### src/rtl/biphase_pkg.sv
// Shared definitions for the biphase-mark transmitter and the future receiver.
// The PREAMBLE state only exists when BIPHASE_PREAMBLE_EN is defined.
package biphase_pkg;

    localparam int PREAMBLE_HALF_CELLS = 8;
    // Bit 7-k set means the line toggles on entry to preamble half-cell k.
    localparam logic [7:0] PREAMBLE_TOGGLES = 8'b1000_1000;

    typedef enum logic [1:0] {
        IDLE        = 2'd0,
`ifdef BIPHASE_PREAMBLE_EN
        PREAMBLE    = 2'd1,
`endif
        FIRST_HALF  = 2'd2,
        SECOND_HALF = 2'd3
    } tx_state_t;

endpackage

### src/rtl/biphase_mark_tx_half_cell_timer.sv
// Half-cell timer: strobes on the last clock of each HALF_BIT_CLKS-long half-cell.
// A restart forces the count back to the start of a half-cell.
module half_cell_timer #(
    parameter int HALF_BIT_CLKS = 4
) (
    input  logic clk,
    input  logic rst,
    input  logic restart,
    output logic strobe
);

    localparam int CW = (HALF_BIT_CLKS > 1) ? $clog2(HALF_BIT_CLKS) : 1;
    localparam logic [CW-1:0] LAST = CW'(HALF_BIT_CLKS - 1);

    logic [CW-1:0] cnt;

    always_ff @(posedge clk) begin
        if (rst || restart) begin
            cnt <= '0;
        end else if (cnt == LAST) begin
            cnt <= '0;
        end else begin
            cnt <= cnt + CW'(1);
        end
    end

    assign strobe = (cnt == LAST);

endmodule

### src/rtl/biphase_mark_tx.sv
// Biphase-mark line encoder: serialises DATA_WIDTH-bit words MSB-first onto the line.
// Define BIPHASE_PREAMBLE_EN to precede every word with an 8 half-cell sync preamble.
module biphase_mark_tx #(
    parameter int DATA_WIDTH    = 20,
    parameter int HALF_BIT_CLKS = 4
) (
    input  logic                  clk,
    input  logic                  rst,
    input  logic [DATA_WIDTH-1:0] data_in,
    input  logic                  data_valid_in,
    output logic                  data_ready_out,
    output logic                  biphase_out,
    output logic                  busy_out,
    output logic                  frame_done_out
);

    import biphase_pkg::*;

    localparam int BW = $clog2(DATA_WIDTH + 1);

    tx_state_t             state, state_d;
    logic [DATA_WIDTH-1:0] shreg, shreg_d;
    logic [BW-1:0]         bit_cnt, bit_cnt_d;
    logic                  level, level_d;
`ifdef BIPHASE_PREAMBLE_EN
    logic [2:0]            pre_cnt, pre_cnt_d;
`endif
    logic                  strobe;
    logic                  restart;
    logic                  last_half;
    logic                  ready;
    logic                  accept;

    assign restart = (state == IDLE);

    half_cell_timer #(
        .HALF_BIT_CLKS(HALF_BIT_CLKS)
    ) u_timer (
        .clk    (clk),
        .rst    (rst),
        .restart(restart),
        .strobe (strobe)
    );

    // The final clock of a word doubles as an accept slot so words can run back-to-back.
    assign last_half = (state == SECOND_HALF) && strobe && (bit_cnt == BW'(1));
    assign ready     = (state == IDLE) || last_half;
    assign accept    = data_valid_in && ready;

    always_comb begin
        state_d   = state;
        shreg_d   = shreg;
        bit_cnt_d = bit_cnt;
        level_d   = level;
`ifdef BIPHASE_PREAMBLE_EN
        pre_cnt_d = pre_cnt;
`endif
        case (state)
`ifdef BIPHASE_PREAMBLE_EN
            PREAMBLE: begin
                if (strobe) begin
                    if (pre_cnt == 3'(PREAMBLE_HALF_CELLS - 1)) begin
                        state_d = FIRST_HALF;
                        level_d = ~level;
                    end else begin
                        pre_cnt_d = pre_cnt + 3'd1;
                        level_d   = level ^ PREAMBLE_TOGGLES[3'(PREAMBLE_HALF_CELLS - 2) - pre_cnt];
                    end
                end
            end
`endif
            FIRST_HALF: begin
                if (strobe) begin
                    state_d = SECOND_HALF;
                    level_d = level ^ shreg[DATA_WIDTH-1];
                end
            end
            SECOND_HALF: begin
                if (strobe) begin
                    shreg_d   = shreg << 1;
                    bit_cnt_d = bit_cnt - BW'(1);
                    if (bit_cnt == BW'(1)) begin
                        state_d = IDLE;
                    end else begin
                        state_d = FIRST_HALF;
                        level_d = ~level;
                    end
                end
            end
            default: begin
            end
        endcase

        if (accept) begin
            shreg_d   = data_in;
            bit_cnt_d = BW'(DATA_WIDTH);
`ifdef BIPHASE_PREAMBLE_EN
            state_d   = PREAMBLE;
            pre_cnt_d = 3'd0;
            level_d   = level ^ PREAMBLE_TOGGLES[PREAMBLE_HALF_CELLS-1];
`else
            state_d   = FIRST_HALF;
            level_d   = ~level;
`endif
        end
    end

    always_ff @(posedge clk) begin
        if (rst) begin
            state <= IDLE;
            level <= 1'b0;
        end else begin
            state <= state_d;
            level <= level_d;
        end
        shreg   <= shreg_d;
        bit_cnt <= bit_cnt_d;
`ifdef BIPHASE_PREAMBLE_EN
        pre_cnt <= pre_cnt_d;
`endif
    end

    assign biphase_out    = level;
    assign data_ready_out = ready && !rst;
    assign busy_out       = (state != IDLE) && !rst;
    assign frame_done_out = last_half && !rst;

endmodule

### config.mk
export PLATFORM = sky130hd
export DESIGN_NAME = biphase_mark_tx
export DESIGN_NICKNAME = d
export VERILOG_FILES = /design/src/rtl/biphase_pkg.sv /design/src/rtl/biphase_mark_tx_half_cell_timer.sv /design/src/rtl/biphase_mark_tx.sv
export SDC_FILE = /design/constraint.sdc
export NUM_CORES = 1
export LEC_CHECK = 0
export CORE_MARGIN = 2
export CORE_UTILIZATION = 40
export CTS_BUF_LIST = sky130_fd_sc_hd__clkbuf_2
export DETAILED_ROUTE_END_ITERATION = 7
export GPL_TIMING_DRIVEN = 0
export MAX_ROUTING_LAYER = met4
export PLACE_DENSITY = 0.76
export SLEW_MARGIN = 10
export SYNTH_ARGS = -nofsm -noshare
export SYNTH_HDL_FRONTEND = slang
export SYNTH_SLANG_ARGS = --single-unit
export TNS_END_PERCENT = 30
### constraint.sdc
create_clock -name clk -period 2.5 [get_ports clk]
set_input_delay 0.375 -clock clk [delete_from_list [all_inputs] [get_ports clk]]
set_output_delay 0.375 -clock clk [all_outputs]
set_load 0.005 [all_outputs]
Word level (Yosys, flattened, before mapping):

Cells that the tools add are included.

* flip-flop bits (word level): 30
* output and inout port bits: 4

* add/sub/neg operators: 2
* equality and inequality tests: 9
* multiplexer cells: 13
* bitwise logic cells: 2
* reduce and logical (&&, ||, !) cells: 22

Operator list (count)
* two-way mux 20 bit: 3
* inequality test 3 bit (second input constant): 3
* two-way mux 2 bit: 4
* nonzero test 2 bit: 4
* equality test 2 bit (second input constant): 3
* logical AND 1 bit: 6
* AND reduction 3 bit: 2
* equality test 5 x 1 -> 1 bit (second input constant): 1
* subtractor 5 x 1 -> 5 bit (second input constant): 1
* two-way mux 1 bit: 4
* inequality test 2 bit (second input constant): 2
* case mux 2 bit (2 select lines): 1
* AND reduction 2 bit: 2
* AND reduction 4 bit: 1
* OR reduction 2 bit: 2
* nonzero test 3 bit: 1
* adder 2 x 1 -> 2 bit (second input constant): 1
* logical NOT 2 bit: 1
* logical OR 1 bit: 2
* case mux 1 bit (2 select lines): 1
* logical NOT 1 bit: 1
* inverter 1 bit: 1
* XOR 1 bit: 1

Longest topological paths before layout:

Gate-level depths: netlist of the first run.

* depth in word-level cells: 7
* depth in mapped cells: 6

Cells and area by module:

From an unflattened synthesis of the first run, not the netlist that was laid out.

* cells, all modules: 109
* area, all modules: 1502.7 µm²

Modules (own cells, without submodules)
* biphase_mark_tx: times used 1, cells each 104, area each 1422.6 µm², seq. area each 760.7 µm²
* half_cell_timer: times used 1, cells each 5, area each 80.1 µm², seq. area each 40.0 µm²

Least setup slack after synthesis of the first run:

No wires, ideal clock.

* kind: input-to-reg
* start point: in data_valid_in
* end point: reg shreg[0] (enable)
* arrival time: 1500 ps
* setup slack: 623 ps
* stages on the path: 3
* cell sequence: buf_2 > or3b_2 > nand2_1

* cells in the longest elaborated chain, start to end: 3
* elaborated cells between the ends (all ways): 4
* classes of those cells: reduce/logical: 4

Ends and longest elaborated chain
* start, declared: RTL line biphase_mark_tx.sv:10 `input logic data_valid_in,`
* logical AND 1 bit (*): RTL line biphase_mark_tx.sv:48 `assign accept = data_valid_in && ready;`
* nonzero test 2 bit (no source line)
* AND reduction 2 bit (no source line) (*)
* end signal, assigned: RTL line biphase_mark_tx.sv:116 `shreg <= shreg_d;`
* end, declared: RTL line biphase_mark_tx.sv:22 `logic [DATA_WIDTH-1:0] shreg, shreg_d;`

Mark *: on every way between the ends. The rest lies on a longest branch, timed or not.
A chain may end at the register's enable or synchronous reset.

Final worst setup path of the first run:

* start point: reg u_timer.cnt[0]
* end point: reg shreg[6] (enable)

* cells in the longest elaborated chain, start to end: 7
* elaborated cells between the ends (all ways): 8
* classes of those cells: eq/ne: 1; reduce/logical: 7

Ends and longest elaborated chain
* start, declared: RTL line biphase_mark_tx_half_cell_timer.sv:15 `logic [CW-1:0] cnt;`
* start signal, assigned: RTL line biphase_mark_tx_half_cell_timer.sv:23 `cnt <= cnt + CW'(1);`
* equality test 2 bit (*): RTL line biphase_mark_tx_half_cell_timer.sv:27 `assign strobe = (cnt == LAST);`
* logical AND 1 bit (2 in series): RTL line biphase_mark_tx.sv:46 `assign last_half = (state == SECOND_HALF) && strobe && (bit_cnt == BW'(1));`
* logical OR 1 bit: RTL line biphase_mark_tx.sv:47 `assign ready = (state == IDLE) || last_half;`
* logical AND 1 bit: RTL line biphase_mark_tx.sv:48
* nonzero test 2 bit (no source line)
* AND reduction 2 bit (no source line) (*)

Marks and branches as above.

==> results of run 1 <==
-- timing repair --
action / 4_1_cts / 5_1_grt
endpoints found under the setup margin: 2 / 2
setup buffers: 0 / 2
hold buffers: 0 / 0
resized for setup: 4 / 3
-- where the power goes --
group	total [mW]	switching, mW	internal (mW)
Sequential	0.575	0.00943	0.565
Clock	0.221	0.162	0.0596
Combinational	0.145	0.0516	0.0936
Total	0.941	0.223	0.718
-- sequential cells by signal (all words and copies together), names as in the netlist --
name and cells:
shreg 20, state 2, u_timer.cnt 2, bit_cnt 5
biphase_out 1
-- synth_stat cells, drive strengths merged --
| cell type | n |
|---|---|
| edfxtp | 20 |
| mux2 | 19 |
| dfxtp | 10 |
| buf | 7 |
| nor2 | 7 |
| a21oi | 6 |
| nand2 | 5 |
| a211o | 3 |
| ha | 3 |
| inv | 3 |
| nand3 | 3 |
| nor2b | 3 |
| nor4b | 2 |
| o211ai | 2 |
| o31ai | 2 |
| a2111o | 1 |
| a22oi | 1 |
| a311oi | 1 |
| a31oi | 1 |
| a32oi | 1 |
| and3 | 1 |
| clkbuf | 1 |
| nand4 | 1 |
| nor3b | 1 |
| nor4 | 1 |
| o21ai | 1 |
| o311ai | 1 |
| or3 | 1 |
| or3b | 1 |
| xnor2 | 1 |
-- per-layer routing --
| layer | share of wire [%] | vias up |
|---|---|---|
| met1 | 45 | 464 |
| met5 | 0 | - |
| met4 | 1.2 | 0 |
| met2 | 47 | 28 |
| li1 | - | 484 |
| met3 | 5.8 | 5 |
-- stage by stage --
| step | std cells | area, um^2 |
|---|---|---|
| after global routing | 192 | 1870 |
| after global placement | 182 | 1800 |
| after floorplan | 110 | 1500 |
| after detailed placement | 182 | 1800 |
| final | 192 | 1870 |
| after CTS | 190 | 1850 |
-- worst paths after layout --
kind / startpoint / end / slack, ns / depth (start not counted)
min reg2reg: u_timer.cnt[0] / u_timer.cnt[0] / 0.44 / 1
min: rst / state[0] / 0.37 / 2
max: u_timer.cnt[0] / shreg[6] / 0.45 / 4
max reg2reg: u_timer.cnt[0] / shreg[6] / 0.45 / 4
-- cells by family after synthesis --
logic type,Yosys count
AO/OA/AOI/OAI,20
XOR/XNOR,1
adder cells (fa/ha/maj),3
buffers and inverters,11
flip-flops,30
multiplexers,19
AND/OR/NAND/NOR,26
-- cell type report --
cell class	instances	area share, %
timing repair buffer	26	13.9
clock buffer	5	1.34
buffer	8	3.07
sequential	30	42.9
multi-input combinational	69	34.4
inverter	3	0.601
clock inverter	3	0.601
tap	48	3.21
==> tab_implementation.tex, run 1 <==
\begin{tabular}{lr}
\hline
Metric & Value \\
\hline
\multicolumn{2}{l}{\textbf{Status}} \\
Outcome & finished, final reports clean \\
\multicolumn{2}{l}{\textbf{Clocking}} \\
Number of clock buffers inserted by TritonCTS & 5 \\
Total clock sinks & 30 \\
Clock Tree Buf Depth & 2 \\
Clock latency on the worst-skew pair & about 0.36 ns \\
TritonCTS clock tree & yes \\
CTS H-tree lvls & 2 \\
Clock-pin slew on the worst setup and hold paths & approximately 0.16 ns \\
Root Buffer & clkbuf\_2 \\
\multicolumn{2}{l}{\textbf{Synth}} \\
Share of the synthesized area in the top cell type & 40.1\% \\
Post-Synthesis Net Count & approximately 140 \\
Arithmetic-cell share of the synthesized area counting full adders, half adders and majority gates & 2.50\% \\
Synth unique cells & 32 \\
Simple-gate portion of the synthesized area & approximately a tenth \\
Largest cells by area after synthesis & edfxtp\_1, mux2\_4, dfxtp\_1 \\
Fraction of synthesized cell area in xor and xnor cells & less than 1\% \\
Biggest area consumer among synthesized cells & edfxtp\_1 \\
Compound-Gate Fraction of Synth Area & roughly 10\% \\
Syn avg cell area & between 10 and 15 um\^{}2 \\
Yosys warns & 0 \\
Fraction of the yosys area taken by sequential cells & 53.4\% \\
Share of cell area taken by muxes after synthesis & roughly a fifth \\
Cell area after synthesis & around 0.0015 mm\^{}2 \\
Gate Count Post-Synth & 110 \\
Yosys reg bits & 30 \\
Largest family of logic cells by synthesized area & multiplexers \\
\multicolumn{2}{l}{\textbf{Global route}} \\
Grt met2 use & $\sim$22\% \\
Number of antenna violations at the first check in global routing & 0 \\
Gr busiest metal & met2 \\
Met3 track demand over resource & under 10\% \\
First-pass GRT wire length & about 4300 um \\
Final global-route overflow total & 0 \\
Met1 track demand over resource & 15.6\% \\
Maximum number of pins on one net before global-route repair & 21 \\
Total track usage & 13.8\% \\
Vias in the first global route & 934 \\
\multicolumn{2}{l}{\textbf{Final layout}} \\
Layout filler cell count & 330 \\
Area of the multi-input gates & roughly 640 um\^{}2 \\
Core occupancy in the finished layout & between 50\% and 60\% \\
Layout-stage area growth over the synthesis result & 25.0\% \\
Antenna diode count & 0 \\
Fraction of layout cells with a size suffix above 1 & between 20\% and 30\% \\
Most frequent cells in the layout & clkdlybuf4s50\_1, edfxtp\_1, mux2\_4 \\
Combined flip-flop and latch cell area & approximately 800 um\^{}2 \\
Fin nets & approximately 170 \\
Commonest non-fill, non-tap cell in the layout & clkdlybuf4s50\_1 \\
\multicolumn{2}{l}{\textbf{Placed design}} \\
Post-place setup slack & 0.271 ns \\
Port Buf Inserts & 24 \\
Final HPWL DP & approximately 1800 um \\
Weighted congestion reported at the end of routability-driven placement & 0.730 \\
\multicolumn{2}{l}{\textbf{Timing}} \\
Normalized max-slew margin & between 40\% and 50\% \\
Slew @ Worst Pin & 0.830 ns \\
Highest attainable clock frequency & around 490 MHz \\
Setup slack after layout & roughly 0.45 ns \\
Final worst path period need & 2.05 ns \\
Total Neg Setup Slack & 0 ns \\
Final Skew & 0.0168 ns \\
Share of the clock period used by the worst path & 82.1\% \\
Min Hold Slack & 0.375 ns \\
Final Hold Viols & 0 \\
Fin. max-slew vios & 0 \\
Unrepaired setup endpoints after global routing & no \\
Final setup violation count & 0 \\
\multicolumn{2}{l}{\textbf{Setup path}} \\
Biggest cell delay along the critical path & 0.72 ns \\
Max Fanout on Critical Path & 20 \\
Critical path arrival & slightly above 2 ns \\
CP endpoint kind & flop \\
Family of cells with the greatest summed delay on the critical path & simple AND/OR/NAND/NOR gates \\
WS Path Type & flop to flop \\
Cells traversed along the worst timing path & ha\_1, buf\_2, nand3\_1, nand2\_1 \\
Crit start category & flop \\
Data required time at the worst endpoint & 2.50 ns \\
Count of buffer and inverter cells on the critical path & 1 \\
Max stage delay cell, worst path & nand2\_1 \\
\multicolumn{2}{l}{\textbf{Die}} \\
Starting utilization of the core area & about two fifths \\
Die extent in x & around 65 um \\
Number of rows in the core area & 22 \\
Placeable core area & roughly 0.0036 mm\^{}2 \\
Count of pins on the block boundary & 27 \\
Chip height & between 60 and 70 um \\
Floorplan die area & around 0.0043 mm\^{}2 \\
\multicolumn{2}{l}{\textbf{Route}} \\
Avg WL per Cell & about 14 um \\
Remaining antenna violation count & 0 \\
Total number of vias & $\sim$980 \\
DRC errors left & 0 \\
Average vias per placed instance & a little over 5 \\
Total detailed-routing wirelength & between 2000 and 3000 um \\
First-pass DRT Iterations & 3 \\
Drt initial violations & 35 \\
\multicolumn{2}{l}{\textbf{Job}} \\
\# Max-Cap Violations & 0 \\
\multicolumn{2}{l}{\textbf{Min path}} \\
Path category of the worst min-delay check & primary input to flop \\
\multicolumn{2}{l}{\textbf{Power and ir drop}} \\
Power Density & 502 mW/mm\^{}2 \\
Final total power & around 940 uW \\
Worst ir drop on vdd & around 0.29 mV \\
Static leakage power & 0.741 nW \\
\hline
\end{tabular}
Power figures use the tool's default switching activity.
==> run 2, diff against run 1 <==
PLACE_DENSITY = 0.78   (was 0.76)
clock period = 1.7 ns   (was 2.5 ns; I/O delays follow)
==> run 2 against run 1 <==
The run now ends with negative setup slack left. First-iteration DRC count increased by 110%. Combinational power increased by 71%. Critical path depth rose by 4. Clock-buffer cell count stayed put.
==> tab_implementation.tex, run 2 (same netlist as run 1, synthesis figures left out) <==
\begin{tabular}{lr}
\hline
Metric & Value \\
\hline
\multicolumn{2}{l}{\textbf{Setup path}} \\
Register-to-Register Setup Slack & -0.16 ns (-0.61 ns) \\
Max stage delay cell, worst path & dfxtp\_2 \\
Biggest cell delay along the critical path & 0.35 ns (-0.37 ns) \\
Crit start category & flop \\
Cells traversed along the worst timing path & inv\_2, ha\_4, nor4b\_4, buf\_6, buf\_6, a21oi\_2, nor2\_1, buf\_2 \\
WS Path Type & flop to output pin \\
RR Startpoint & bit\_cnt[1] \\
Max Fanout on Critical Path & 2 (-90\%) \\
Most frequent cell on the critical path & buf\_6 \\
Critical path arrival & 1.64 ns (-0.41 ns) \\
CP endpoint kind & output pin \\
Crit Reg-Reg Endpoint & shreg[19] \\
Data required time at the worst endpoint & 1.44 ns (-1.06 ns) \\
Cell depth of the worst flop-to-flop path & 8 (+4) \\
\multicolumn{2}{l}{\textbf{Route}} \\
Total detailed-routing wirelength & 3110 um (+19\%) \\
Total number of vias & 1078 (+9.9\%) \\
Avg WL per Cell & 15.3 um (+13\%) \\
DRC errors left & 0 (unchanged) \\
Drt initial violations & 73 (+110\%) \\
Remaining antenna violation count & 0 (unchanged) \\
First-pass DRT Iterations & 4 (+1) \\
Average vias per placed instance & 5.31 (+3.9\%) \\
\multicolumn{2}{l}{\textbf{Die}} \\
Die extent in x & 65.2 um (unchanged) \\
Floorplan die area & 0.00425 mm\^{}2 (unchanged) \\
Count of pins on the block boundary & 27 (unchanged) \\
Starting utilization of the core area & 41.3\% (unchanged) \\
Chip height & 65.2 um (unchanged) \\
Number of rows in the core area & 22 (unchanged) \\
Placeable core area & 0.00363 mm\^{}2 (unchanged) \\
\multicolumn{2}{l}{\textbf{Final layout}} \\
Final non-filler cell area & 0.00206 mm\^{}2 (+10\%) \\
Fin nets & 180 (+6.5\%) \\
Combined flip-flop and latch cell area & 807 um\^{}2 (+0.47\%) \\
Final std cells w/o fill & 203 (+5.7\%) \\
Most frequent cells in the layout & clkdlybuf4s50\_1, edfxtp\_1, mux2\_4 \\
Area of the multi-input gates & 713 um\^{}2 (+11\%) \\
Core occupancy in the finished layout & 56.8\% (+5.2 points) \\
Antenna diode count & 0 (unchanged) \\
Registers with the highest flip-flop counts & shreg x20, bit\_cnt x5 \\
Fraction of layout cells with a size suffix above 1 & 41.9\% (+15 points) \\
Layout filler cell count & 328 (-0.61\%) \\
Largest register FFs & 20 (unchanged) \\
Commonest non-fill, non-tap cell in the layout & clkdlybuf4s50\_1 \\
Layout-stage area growth over the synthesis result & 37.6\% \\
Largest Register & shreg \\
\multicolumn{2}{l}{\textbf{Job}} \\
\# Max-Cap Violations & 0 (unchanged) \\
\multicolumn{2}{l}{\textbf{Global route}} \\
Maximum number of pins on one net before global-route repair & 21 (unchanged) \\
Total track usage & 17.0\% (+3.2 points) \\
First-pass GRT wire length & 5210 um (+22\%) \\
Final global-route overflow total & 0 (unchanged) \\
Vias in the first global route & 1123 (+20\%) \\
Number of antenna violations at the first check in global routing & 0 (unchanged) \\
\multicolumn{2}{l}{\textbf{Placed design}} \\
Placed cell count & 182 (unchanged) \\
Post-place setup slack & -0.495 ns (-0.765 ns) \\
Final HPWL DP & 1890 um (+4.0\%) \\
Placed Area & 0.00182 mm\^{}2 (+0.90\%) \\
Port Buf Inserts & 24 (unchanged) \\
Weighted congestion reported at the end of routability-driven placement & 0.748 (+2.4\%) \\
\multicolumn{2}{l}{\textbf{Clocking}} \\
Clock latency on the worst-skew pair & 0.38 ns (+0.02 ns) \\
TritonCTS clock tree & yes \\
Number of clock buffers inserted by TritonCTS & 5 (unchanged) \\
Root Buffer & clkbuf\_2 \\
CTS H-tree lvls & 2 (unchanged) \\
Clock-pin slew on the worst setup and hold paths & 0.15 ns (about the same) \\
Clock Tree Buf Depth & 2 (unchanged) \\
Total clock sinks & 30 (unchanged) \\
\multicolumn{2}{l}{\textbf{Timing}} \\
Final Hold Viols & 0 (unchanged) \\
Highest attainable clock frequency & about 530 MHz \\
Share of the clock period used by the worst path & 111\% \\
Normalized max-slew margin & 65.1\% (+21 points) \\
Setup slack after layout & -0.194 ns (-0.642 ns) \\
Fin. max-slew vios & 0 (unchanged) \\
Final setup violation count & 21 (+21) \\
Final worst path period need & roughly 1.9 ns \\
Unrepaired setup endpoints after global routing & yes \\
Final Skew & 0.0165 ns (-0.000262 ns) \\
Slew @ Worst Pin & 0.522 ns (-0.308 ns) \\
\multicolumn{2}{l}{\textbf{Power and ir drop}} \\
Worst ir drop on vdd & 0.403 mV (+38\%) \\
Final total power & 1.46 mW (+55\%) \\
Power Density & 706 mW/mm\^{}2 (+40\%) \\
Static leakage power & 0.792 nW (+6.8\%) \\
\multicolumn{2}{l}{\textbf{Status}} \\
Violations in the final reports & negative setup slack \\
Outcome & finished with violations \\
\multicolumn{2}{l}{\textbf{Min path}} \\
Hold path depth & 2 (unchanged) \\
Path category of the worst min-delay check & primary input to flop \\
Startpoint of the lowest-slack hold path & rst \\
Endpoint, Worst Hold & state[0] \\
\hline
\end{tabular}
-- run 2: per-layer routing --
layer	share of wire, %	GRT usage (%)	vias up
li1	-	-	507
met2	49	28.1	42
met3	6.1	5.65	8
met1	43	19.2	521
met5	0	-	-
met4	2.1	6.51	0
-- run 2: cell type report --
cell class,count,share of cell area (%)
plain buffers,5,2.06
well taps,48,2.91
inverters,3,0.546
clock inverters,3,0.788
flip-flops and latches,30,39.1
clock buffers,5,1.21
multi-input cells,69,34.6
repair buffers,40,18.8
-- run 2: what timing repair did --
| item | CTS | global route |
|---|---|---|
| hold buffers | 0 | 0 |
| gates cloned | 2 | 0 |
| setup endpoints to repair | 42 | 41 |
| buffers inserted | 12 | 4 |
| pin swaps | 3 | 6 |
| gates resized for setup | 35 | 7 |
-- run 2: how the worst max path moves through the flow --
stage / startpoint / endpoint / cells after the start
after floorplan: u_timer.cnt[0] / shreg[13] / 6
after global placement: bit_cnt[0] / data_ready_out / 6
after detailed placement: bit_cnt[0] / data_ready_out / 6
after CTS: bit_cnt[1] / data_ready_out / 8
after global routing: bit_cnt[1] / data_ready_out / 8
final: bit_cnt[1] / data_ready_out / 8
-- run 2: worst max-delay path: cells and delay by family (launching register included) --
kind | cells | cell delay, ns
flip-flops | 1 | 0.35
buffers and inverters | 4 | 0.43
adder cells (fa/ha/maj) | 1 | 0.13
AO/OA/AOI/OAI | 1 | 0.04
AND/OR/NAND/NOR | 2 | 0.32
-- run 2: report_power, final --
part | switching, mW | internal, mW | total [mW]
combinational | 0.0862 | 0.161 | 0.248
sequential | 0.0168 | 0.832 | 0.848
clock | 0.267 | 0.0937 | 0.361
total | 0.370 | 1.09 | 1.46
-- run 2: stage by stage --
stage / setup TNS (ns) / hold WS, ns
3_5_place_dp: -5.09 / 0.424
2_1_floorplan: 0 / 0.405
5_1_grt: -3.29 / 0.279
3_3_place_gp: -3.18 / 0.416
6_report: -2.22 / 0.272
4_1_cts: -3.51 / 0.252
